===== config.mk =====
export PLATFORM = sky130hd
export DESIGN_NAME = mc_ctrl_fsm
export DESIGN_NICKNAME = d
export VERILOG_FILES = /design/src/rtl/mc_pkg.sv /design/src/rtl/mc_ctrl_decode.sv /design/src/rtl/mc_ctrl_fsm.sv
export SDC_FILE = /design/constraint.sdc
export NUM_CORES = 1
export LEC_CHECK = 0
export CORE_ASPECT_RATIO = 1.5
export CORE_MARGIN = 2
export CORE_UTILIZATION = 40
export DETAILED_ROUTE_END_ITERATION = 7
export PLACE_DENSITY = 0.77
export RECOVER_POWER = 50
export SYNTH_ARGS = -nofsm -noshare
export SYNTH_HDL_FRONTEND = slang
export SYNTH_SLANG_ARGS = --single-unit

===== constraint.sdc =====
create_clock -name clk -period 1.8 [get_ports clk]
set_input_delay 0.27 -clock clk [delete_from_list [all_inputs] [get_ports clk]]
set_output_delay 0.27 -clock clk [all_outputs]
set_load 0.03 [all_outputs]

===== src/rtl/mc_pkg.sv =====
// Shared definitions for the multi-cycle MIPS control unit: state codes, opcodes,
// control-word layout and datapath mux encodings.
package mc_pkg;

   localparam int unsigned CTRL_W = 20;
   localparam int unsigned CNT_W  = 16;

   typedef enum logic [4:0] {
      S_IF     = 5'd0,  S_ID     = 5'd1,  S_EX_R  = 5'd2,  S_EX_I = 5'd3,
      S_MA     = 5'd4,  S_MEM_RD = 5'd5,  S_MEM_WR = 5'd6, S_WB_R = 5'd7,
      S_WB_I   = 5'd8,  S_WB_LW  = 5'd9,  S_BR    = 5'd10, S_J    = 5'd11,
      S_JAL    = 5'd12, S_JR     = 5'd13, S_INT   = 5'd14, S_ERET = 5'd15
   } state_t;

   localparam logic [5:0] OP_RTYPE = 6'b000000;
   localparam logic [5:0] OP_J     = 6'b000010;
   localparam logic [5:0] OP_JAL   = 6'b000011;
   localparam logic [5:0] OP_BEQ   = 6'b000100;
   localparam logic [5:0] OP_BNE   = 6'b000101;
   localparam logic [5:0] OP_ADDI  = 6'b001000;
   localparam logic [5:0] OP_SLTI  = 6'b001010;
   localparam logic [5:0] OP_ANDI  = 6'b001100;
   localparam logic [5:0] OP_ORI   = 6'b001101;
   localparam logic [5:0] OP_LUI   = 6'b001111;
   localparam logic [5:0] OP_COP0  = 6'b010000;
   localparam logic [5:0] OP_LW    = 6'b100011;
   localparam logic [5:0] OP_SW    = 6'b101011;
   localparam logic [5:0] FN_JR    = 6'b001000;
   localparam logic [5:0] FN_ERET  = 6'b011000;

   // Bit positions of the fields inside the 20-bit control word
   localparam int unsigned CTRL_PC_WRITE      = 19;
   localparam int unsigned CTRL_PC_WRITE_COND = 18;
   localparam int unsigned CTRL_I_OR_D        = 17;
   localparam int unsigned CTRL_MEM_READ      = 16;
   localparam int unsigned CTRL_MEM_WRITE     = 15;
   localparam int unsigned CTRL_IR_WRITE      = 14;
   localparam int unsigned CTRL_REG_WRITE     = 13;
   localparam int unsigned CTRL_ALU_SRC_A     = 12;
   localparam int unsigned CTRL_EPC_WRITE     = 11;
   localparam int unsigned CTRL_BR_NE         = 10;
   localparam int unsigned CTRL_MEM_TO_REG    = 8;
   localparam int unsigned CTRL_PC_SOURCE     = 6;
   localparam int unsigned CTRL_ALU_SRC_B     = 4;
   localparam int unsigned CTRL_REG_DST       = 2;
   localparam int unsigned CTRL_ALU_OP        = 0;

   localparam logic [1:0] ALUOP_ADD   = 2'b00;
   localparam logic [1:0] ALUOP_SUB   = 2'b01;
   localparam logic [1:0] ALUOP_FUNCT = 2'b10;
   localparam logic [1:0] ALUOP_IMM   = 2'b11;

   localparam logic [1:0] PCSRC_ALU    = 2'b00;
   localparam logic [1:0] PCSRC_ALUOUT = 2'b01;
   localparam logic [1:0] PCSRC_JUMP   = 2'b10;
   localparam logic [1:0] PCSRC_VEC    = 2'b11;

   localparam logic [1:0] SRCB_REG    = 2'b00;
   localparam logic [1:0] SRCB_FOUR   = 2'b01;
   localparam logic [1:0] SRCB_IMM    = 2'b10;
   localparam logic [1:0] SRCB_BRANCH = 2'b11;

   typedef struct packed {
      logic       pc_write;
      logic       pc_write_cond;
      logic       i_or_d;
      logic       mem_read;
      logic       mem_write;
      logic       ir_write;
      logic       reg_write;
      logic       alu_src_a;
      logic       epc_write;
      logic       br_ne;
      logic [1:0] mem_to_reg;
      logic [1:0] pc_source;
      logic [1:0] alu_src_b;
      logic [1:0] reg_dst;
      logic [1:0] alu_op;
   } ctrl_t;

endpackage


===== src/rtl/mc_ctrl_decode.sv =====
// Moore decode of the control state into the datapath control word and bus request;
// write strobes are forced low while reset is held.
module mc_ctrl_decode
   import mc_pkg::*;
(
   input  state_t     state,
   input  logic       mio_ready,
   input  logic       reset,
   input  logic [5:0] opcode,
   output ctrl_t      ctrl_c,
   output logic       cpu_mio_c
);

   always_comb begin
      ctrl_c    = '0;
      cpu_mio_c = 1'b0;
      case (state)
         S_IF: begin
            cpu_mio_c          = 1'b1;
            ctrl_c.mem_read    = 1'b1;
            ctrl_c.alu_src_b   = SRCB_FOUR;
            ctrl_c.alu_op      = ALUOP_ADD;
            ctrl_c.ir_write    = mio_ready;
            ctrl_c.pc_write    = mio_ready;
         end
         S_ID:   ctrl_c.alu_src_b = SRCB_BRANCH;
         S_EX_R: begin
            ctrl_c.alu_src_a = 1'b1;
            ctrl_c.alu_src_b = SRCB_REG;
            ctrl_c.alu_op    = ALUOP_FUNCT;
         end
         S_EX_I: begin
            ctrl_c.alu_src_a = 1'b1;
            ctrl_c.alu_src_b = SRCB_IMM;
            ctrl_c.alu_op    = ALUOP_IMM;
         end
         S_MA: begin
            ctrl_c.alu_src_a = 1'b1;
            ctrl_c.alu_src_b = SRCB_IMM;
            ctrl_c.alu_op    = ALUOP_ADD;
         end
         S_MEM_RD: begin
            cpu_mio_c       = 1'b1;
            ctrl_c.i_or_d   = 1'b1;
            ctrl_c.mem_read = 1'b1;
         end
         S_MEM_WR: begin
            cpu_mio_c        = 1'b1;
            ctrl_c.i_or_d    = 1'b1;
            ctrl_c.mem_write = 1'b1;
         end
         S_WB_R: begin
            ctrl_c.reg_dst   = 2'b01;
            ctrl_c.reg_write = 1'b1;
         end
         S_WB_I:  ctrl_c.reg_write = 1'b1;
         S_WB_LW: begin
            ctrl_c.mem_to_reg = 2'b01;
            ctrl_c.reg_write  = 1'b1;
         end
         S_BR: begin
            ctrl_c.alu_src_a     = 1'b1;
            ctrl_c.alu_src_b     = SRCB_REG;
            ctrl_c.alu_op        = ALUOP_SUB;
            ctrl_c.pc_write_cond = 1'b1;
            ctrl_c.br_ne         = (opcode == OP_BNE);
            ctrl_c.pc_source     = PCSRC_ALUOUT;
         end
         S_J: begin
            ctrl_c.pc_write  = 1'b1;
            ctrl_c.pc_source = PCSRC_JUMP;
         end
         S_JAL: begin
            ctrl_c.pc_write   = 1'b1;
            ctrl_c.pc_source  = PCSRC_JUMP;
            ctrl_c.reg_dst    = 2'b10;
            ctrl_c.mem_to_reg = 2'b10;
            ctrl_c.reg_write  = 1'b1;
         end
         // rs + 0 through the ALU, taken straight onto PC
         S_JR: begin
            ctrl_c.pc_write  = 1'b1;
            ctrl_c.pc_source = PCSRC_ALU;
            ctrl_c.alu_src_a = 1'b1;
            ctrl_c.alu_src_b = SRCB_REG;
            ctrl_c.alu_op    = ALUOP_ADD;
         end
         S_INT: begin
            ctrl_c.epc_write = 1'b1;
            ctrl_c.pc_write  = 1'b1;
            ctrl_c.pc_source = PCSRC_VEC;
         end
         // ALUOp=11 tells the datapath to route EPC onto the vector input
         S_ERET: begin
            ctrl_c.pc_write  = 1'b1;
            ctrl_c.pc_source = PCSRC_VEC;
            ctrl_c.alu_op    = ALUOP_IMM;
         end
         default: ctrl_c = '0;
      endcase
      if (reset) begin
         ctrl_c.pc_write      = 1'b0;
         ctrl_c.pc_write_cond = 1'b0;
         ctrl_c.ir_write      = 1'b0;
         ctrl_c.reg_write     = 1'b0;
         ctrl_c.mem_write     = 1'b0;
         ctrl_c.epc_write     = 1'b0;
      end
   end

endmodule


===== src/rtl/mc_ctrl_fsm.sv =====
// Multi-cycle MIPS control FSM: instruction sequencing, memory wait states with optional
// timeout, and interrupt entry at instruction boundaries.
module mc_ctrl_fsm
   import mc_pkg::*;
#(
   parameter logic        INT_EN_RESET = 1'b0,
   parameter int unsigned WAIT_MAX     = 0
) (
   input  logic              clk,
   input  logic              reset,
   input  logic              MIO_ready,
   input  logic              INT,
   input  logic [5:0]        opcode,
   input  logic [5:0]        funct,
   input  logic              zero,
   output logic [CTRL_W-1:0] ctrl,
   output logic              CPU_MIO,
   output logic              mem_err,
   output logic [4:0]        state
);

   state_t           st;
   state_t           end_st;
   logic             int_en;
   logic [CNT_W-1:0] wait_cnt;
   logic             in_wait;
   logic             timeout;
   ctrl_t            ctrl_w;
   logic             unused_zero;

   // Branch resolution (zero ^ BrNe) happens in the datapath
   assign unused_zero = zero;

   assign in_wait = (st == S_IF) || (st == S_MEM_RD) || (st == S_MEM_WR);
   assign timeout = (WAIT_MAX != 0) && in_wait && !MIO_ready &&
                    (wait_cnt == CNT_W'(WAIT_MAX - 1));
   assign end_st  = (INT && int_en) ? S_INT : S_IF;
   assign mem_err = timeout && !reset;
   assign state   = st;
   assign ctrl    = ctrl_w;

   always_ff @(posedge clk or posedge reset) begin
      if (reset) begin
         st       <= S_IF;
         int_en   <= INT_EN_RESET;
         wait_cnt <= '0;
      end else begin
         // Consecutive-stall counter, saturating; cleared on progress or timeout
         if (in_wait && !MIO_ready && !timeout) begin
            if (wait_cnt != '1) wait_cnt <= wait_cnt + CNT_W'(1);
         end else begin
            wait_cnt <= '0;
         end

         case (st)
            S_IF:     if (MIO_ready) st <= S_ID;
            S_ID: begin
               case (opcode)
                  OP_RTYPE:                             st <= (funct == FN_JR) ? S_JR : S_EX_R;
                  OP_ADDI, OP_ANDI, OP_ORI, OP_SLTI, OP_LUI: st <= S_EX_I;
                  OP_LW, OP_SW:                         st <= S_MA;
                  OP_BEQ, OP_BNE:                       st <= S_BR;
                  OP_J:                                 st <= S_J;
                  OP_JAL:                               st <= S_JAL;
                  OP_COP0:                              st <= (funct == FN_ERET) ? S_ERET : S_IF;
                  default:                              st <= S_IF;
               endcase
            end
            S_EX_R:   st <= S_WB_R;
            S_EX_I:   st <= S_WB_I;
            S_MA:     st <= (opcode == OP_SW) ? S_MEM_WR : S_MEM_RD;
            S_MEM_RD: begin
               if (timeout)        st <= S_IF;
               else if (MIO_ready) st <= S_WB_LW;
            end
            S_MEM_WR: begin
               if (timeout)        st <= S_IF;
               else if (MIO_ready) st <= end_st;
            end
            S_WB_R, S_WB_I, S_WB_LW, S_BR, S_J, S_JAL, S_JR: st <= end_st;
            S_INT: begin
               st     <= S_IF;
               int_en <= 1'b0;
            end
            S_ERET: begin
               st     <= S_IF;
               int_en <= 1'b1;
            end
            default:  st <= S_IF;
         endcase
      end
   end

   mc_ctrl_decode u_decode (
      .state     (st),
      .mio_ready (MIO_ready),
      .reset     (reset),
      .opcode    (opcode),
      .ctrl_c    (ctrl_w),
      .cpu_mio_c (CPU_MIO)
   );

endmodule


# Word level (Yosys, flattened, before mapping)
# Index checks and enable logic that the tools add are counted.
[op_classes]
n_reduce_logical = 19
eq_ne = 32
mux = 29
[ops]
columns = ["op", "n"]
rows = [
  ["equality test 5 x 4 -> 1 bit (second input constant)", 8],
  ["case mux 5 bit (8 select lines)", 1],
  ["equality test 6 x 4 -> 1 bit (second input constant)", 6],
  ["case mux 4 bit (7 select lines)", 1],
  ["equality test 5 x 3 -> 1 bit (second input constant)", 4],
  ["case mux 2 bit (3 select lines)", 3],
  ["OR reduction 2 bit", 8],
  ["two-way mux 5 bit", 3],
  ["OR reduction 5 bit", 3],
  ["equality test 6 x 2 -> 1 bit (second input constant)", 2],
  ["equality test 6 x 3 -> 1 bit (second input constant)", 2],
  ["equality test 6 x 5 -> 1 bit (second input constant)", 2],
  ["equality test 6 bit (second input constant)", 2],
  ["two-way mux 4 bit", 3],
  ["two-way mux 1 bit", 11],
  ["equality test 5 x 2 -> 1 bit (second input constant)", 2],
  ["case mux 2 bit (2 select lines)", 2],
  ["OR reduction 7 bit", 1],
  ["zero test 6 bit", 1],
  ["!= test 2 bit (second input constant)", 3],
  ["equality test 5 x 1 -> 1 bit (second input constant)", 1],
  ["zero test 5 bit", 1],
  ["two-way mux 2 bit", 2],
  ["case mux 1 bit (2 select lines)", 2],
  ["6 further kinds", 6],
]
[word_totals]
ff_bits = 6
word_cells = 82
output_inout_bits = 27

# Longest topological paths before layout
# Gate-level depths: netlist of the first run.
[depth]
ltp_word = 4
depth_mapped = 6
ltp_nobuf = 5

# Cells and area by module
# Synthesis of the first run repeated with hierarchy kept, for this count alone.
[unflattened]
hier_cells = 150
area_unflattened_um2 = 1066.0
[by_module_without_submodules]
columns = ["mod", "instances", "area_per_inst_um2", "cells_each"]
rows = [
  ["mc_ctrl_fsm", 1, 679.4, 88],
  ["mc_ctrl_decode", 1, 386.6, 62],
]

# Worst setup path after synthesis of the first run
# Ideal clock, no wire load.
[synth_timing]
path_kind = "reg2out"
from = "register st[2], in the netlist state[2]"
to = "output port ctrl[9]"
arrival_time_ns = 2.090
stages_incl_launch_ff = 5
path_slack_ns = -0.560
n_path_buf = 3
path_cell_list = "dfrtp_1 > buf_6 > clkbuf_1 > nor3b_1 > buf_4"
[synth_via]
elab_chain_len = 2
word_cells_on_any_way = 3
classes_between = "eq/ne: 2; mux: 1"
[synth_rtl]
columns = ["item", "line_no", "rtl"]
rows = [
  ["from (decl)", "mc_ctrl_fsm.sv:22", "state_t st;"],
  ["from (signal assigned)", "mc_ctrl_fsm.sv:59", "OP_RTYPE: st <= (funct == FN_JR) ? S_JR : S_EX_R;"],
  ["from (signal assigned)", "mc_ctrl_fsm.sv:65", "OP_COP0: st <= (funct == FN_ERET) ? S_ERET : S_IF;"],
  ["from (signal assigned)", "mc_ctrl_fsm.sv:71", "S_MA: st <= (opcode == OP_SW) ? S_MEM_WR : S_MEM_RD;"],
  ["equality test 5 x 4 -> 1 bit", "mc_ctrl_decode.sv:17", "case (state)"],
  ["case mux 2 bit (2 select lines) (*)", "mc_ctrl_decode.sv:17", ""],
  ["to (decl)", "mc_ctrl_fsm.sv:16", "output logic [CTRL_W-1:0] ctrl,"],
]
# Every way passes the cells marked *; elsewhere a longest branch is shown, timed or not.

# Worst setup path in the final report of the first run
[layout_timing]
from = "register st[2], in the netlist state[2]"
to = "output port ctrl[13]"
[layout_via]
elab_chain_len = 4
word_cells_on_any_way = 7
classes_between = "eq/ne: 4; mux: 2; reduce/logical: 1"
[layout_rtl]
columns = ["item", "line_no", "rtl"]
rows = [
  ["equality test 5 x 4 -> 1 bit / equality test 5 x 3 -> 1 bit (equally long branches)", "mc_ctrl_decode.sv:17", ""],
  ["OR reduction 4 bit (no line) (*)", "n/a", ""],
  ["two-way mux 1 bit (*)", "mc_ctrl_decode.sv:17", ""],
  ["two-way mux 3 bit (*)", "mc_ctrl_decode.sv:101", "if (reset) begin"],
]
# Marks and branches as above.

==> impl_metrics.csv, run 1 <==
group,metric,value,unit
run,maxCapViolations,0,
clock_network,root_buffer,"clkbuf_4",
critical_path,critPathCaptureType,"primary output",
yosys,avgSynthCellArea,6.72,µm²
placement,dpl.cell_count,204,
timing,timing.fmax,548,MHz
critical_path,cp.arrival,1.56,ns
timing,setup_viol,2,
cells_and_area,stdcell_count,218,
yosys,async_flop_share,100,%
clock_network,clkTransAtPathRegs,0.04,ns
yosys,ys_seq_area_share,14.1,%
grt,grt_max_degree,19,
drt,ant_nets,0,
cells_and_area,antenna_cells,0,
timing,holdWs,0.560,ns
placement,place_hpwl,2.30,mm
floorplan,die_h,61.7,µm
timing,hold_violations,0,
power,clock_power_share,5.9,%
outcome,violations,"setup timing",
drt,vias,1257,
timing,final.setup.worst_slack,-0.0255,ns
power,comb_power_share,84.1,%
outcome,status,"complete, but fails checks",
floorplan,initial_core_util,43.2,%
drt,finalWirelength,3.38,mm
grt,grt_pass1_vias,1162,
cells_and_area,area_growth,90.4,%
clock_network,cts_sinks,5,
drt,drc,0,
critical_path,critPathLaunchType,"flip-flop",
yosys,yosysWarnings,0,
yosys,synth_top_area_cell,"dfrtp_1",
yosys,netlist_top_cells_area,"dfrtp_1 (14%), nand2b_1 (7.8%), nand2_1 (5.5%)",
floorplan,io_pins,44,
placement,dpl_worst_slack,-0.246,ns
drt,wl_per_cell,15.5,µm
drt,vias_per_cell,5.77,
yosys,ys_types,45,
clock_network,cts_tree,"yes",
yosys,netlist_area,887,µm²
cells_and_area,utilization,82.3,%
drt,first_iter_violations,40,
critical_path,worstPathMaxFanout,9,
power,p_leak,0.752,nW
timing,fin_setup_tns,-0.0291,ns
grt,overflow,0,
clock_network,htree_levels,1,
critical_path,worstPathRequired,1.53,ns
yosys,syn-instance-count,132,
power,power,2.25,mW
floorplan,die-area,2620,µm²
cells_and_area,layout-drive-gt1-share,47.4,%
drt,first_pass_iters,4,
floorplan,placeableCoreArea,2050,µm²
cells_and_area,nets,214,
yosys,ys_top_cells_by_count,"nand2_1 (13), nand2b_1 (11), nor2_1 (11)",
power,p_per_area,1330,nW/µm²
yosys,yosysMostFrequentCell,"nand2_1",
floorplan,die_x,42.5,µm
timing,drv_slew,0,
grt,antenna_found_initial,0,
worst_hold_path,hp-class,"flip-flop to flip-flop",
power,p_int,1.13,mW
grt,grt_pass1_wl,4.91,mm
clock_network,cts_made_buffers,3,
floorplan,row_count,20,
placement,dpl_cell_area,1410,µm²
yosys,netlist.area_leader.share,14.1,%
yosys,synth_edf_count,0,
yosys,synth-main-ff-cell,"dfrtp_1",
placement,portBuffers,40,
timing,period_minus_slack,1.83,ns
power,swShare,49.5,%
power,p_sw,1.11,mW
cells_and_area,finalInstanceArea,1690,µm²
yosys,ys_ff_latch,5,
timing,rsz0062_at_grt,"yes",
timing,post-route-period-util,101,%
grt,track_usage,23.8,%
critical_path,crit_type,"flip-flop to primary output",
power,peakVddDrop,936,µV
power,seq_power_share,10.0,%
timing,skew,0.00412,ns
clock_network,clk_latency,0.25,ns
clock_network,clock_path_buffers,2,
placement,place.gp.congestion,0.866,
-- power by group through the flow --
stage	clock (mW)	sequential (mW)	combinational, mW
2_1_floorplan	0	0.248	0.924
3_3_place_gp	0	0.203	1.49
3_5_place_dp	0	0.204	1.51
4_1_cts	0.134	0.207	1.68
5_1_grt	0.141	0.229	2.02
6_report	0.133	0.224	1.89
-- placed cells by master, fill, tap and decap left out, types with 3 or more instances in the layout --
master	instances
dfrtp_2	4
nand2_1	13
o21ai_0	7
and3_1	3
inv_1	3
nand2b_4	5
o22ai_1	3
nor3_1	5
clkdlybuf4s50_1	13
nor2_2	3
xnor2_1	3
nor3_2	3
nor2_1	6
nand3_1	4
nand2b_1	5
clkbuf_4	3
buf_6	9
a21oi_1	5
dlymetal6s2s_1	4
a31oi_1	3
buf_4	41
-- area by class of cell --
type | instances | area [µm²]
Clock buffer | 4 | 26.3
Fill cell | 140 | 363
Inverter | 5 | 21.3
Multi-Input combinational cell | 109 | 793
Sequential cell | 5 | 130
Tap cell | 22 | 27.5
Timing Repair Buffer | 73 | 691
-- path summary, 6_finish.rpt --
kind | startpoint | endpoint | slack, ns | cells past startpoint
max | state[2] | ctrl[13] | -0.03 | 6
min | int_en | int_en | 0.56 | 1
max reg2reg | state[2] | state[1] | 0.10 | 4
min reg2reg | int_en | int_en | 0.56 | 1
max in group asynchronous | reset | state[1] | 0.94 | 3
min in group asynchronous | reset | state[3] | 0.65 | 3
-- flip-flops by register name, summed over array words and instances, names as in the netlist --
register and count:
int_en 1, state 4
-- worst max-delay path, cell delays in order (launching register included) --
cell     delay, ns
dfrtp_2       0.43
buf_8         0.15
nand2_1       0.23
nor2_4        0.06
a31oi_1       0.22
nor2_2        0.07
buf_6         0.14
-- per-layer routing --
metal / vias up / track usage (%) / wire, µm
met4: 0 / 8.48 / 56
met3: 8 / 2.05 / 126
met1: 591 / 24.2 / 1200
met2: 62 / 49.9 / 2000
li1: 596 / - / -
met5: - / 0 / 0
-- cell families (layout without fill, tap and decap cells) --
group | after synthesis | after routing | share of synthesized area (%)
muxes | 4 | 4 | 4.80
xor gates and xnor gates | 3 | 3 | 2.96
and+or+nand+nor | 69 | 69 | 43.7
buffers and inverters | 19 | 82 | 12.6
AOI/OAI and AO/OA | 31 | 31 | 21.4
other | 1 | 2 | 0.423
DFF | 5 | 5 | 14.1
-- repair_timing --
action,in CTS,in global routing
hold buffers,0,0
endpoints found under the setup margin,13,14
pin swaps,3,5
buffers inserted,3,5
cloned,1,1
gates resized for setup,17,20
No activity file was read; power rests on OpenSTA's default activity.
==> run 2, diff against run 1 <==
SLEW_MARGIN = 25   (was default)
==> results of run 2 <==
Final layout, timing and power as in run 1 (identical DEF).
==> run 3, diff against run 2 <==
GPL_ROUTABILITY_DRIVEN = 1   (was default)
==> results of run 3 <==
Final layout, timing and power as in run 1 (identical DEF).
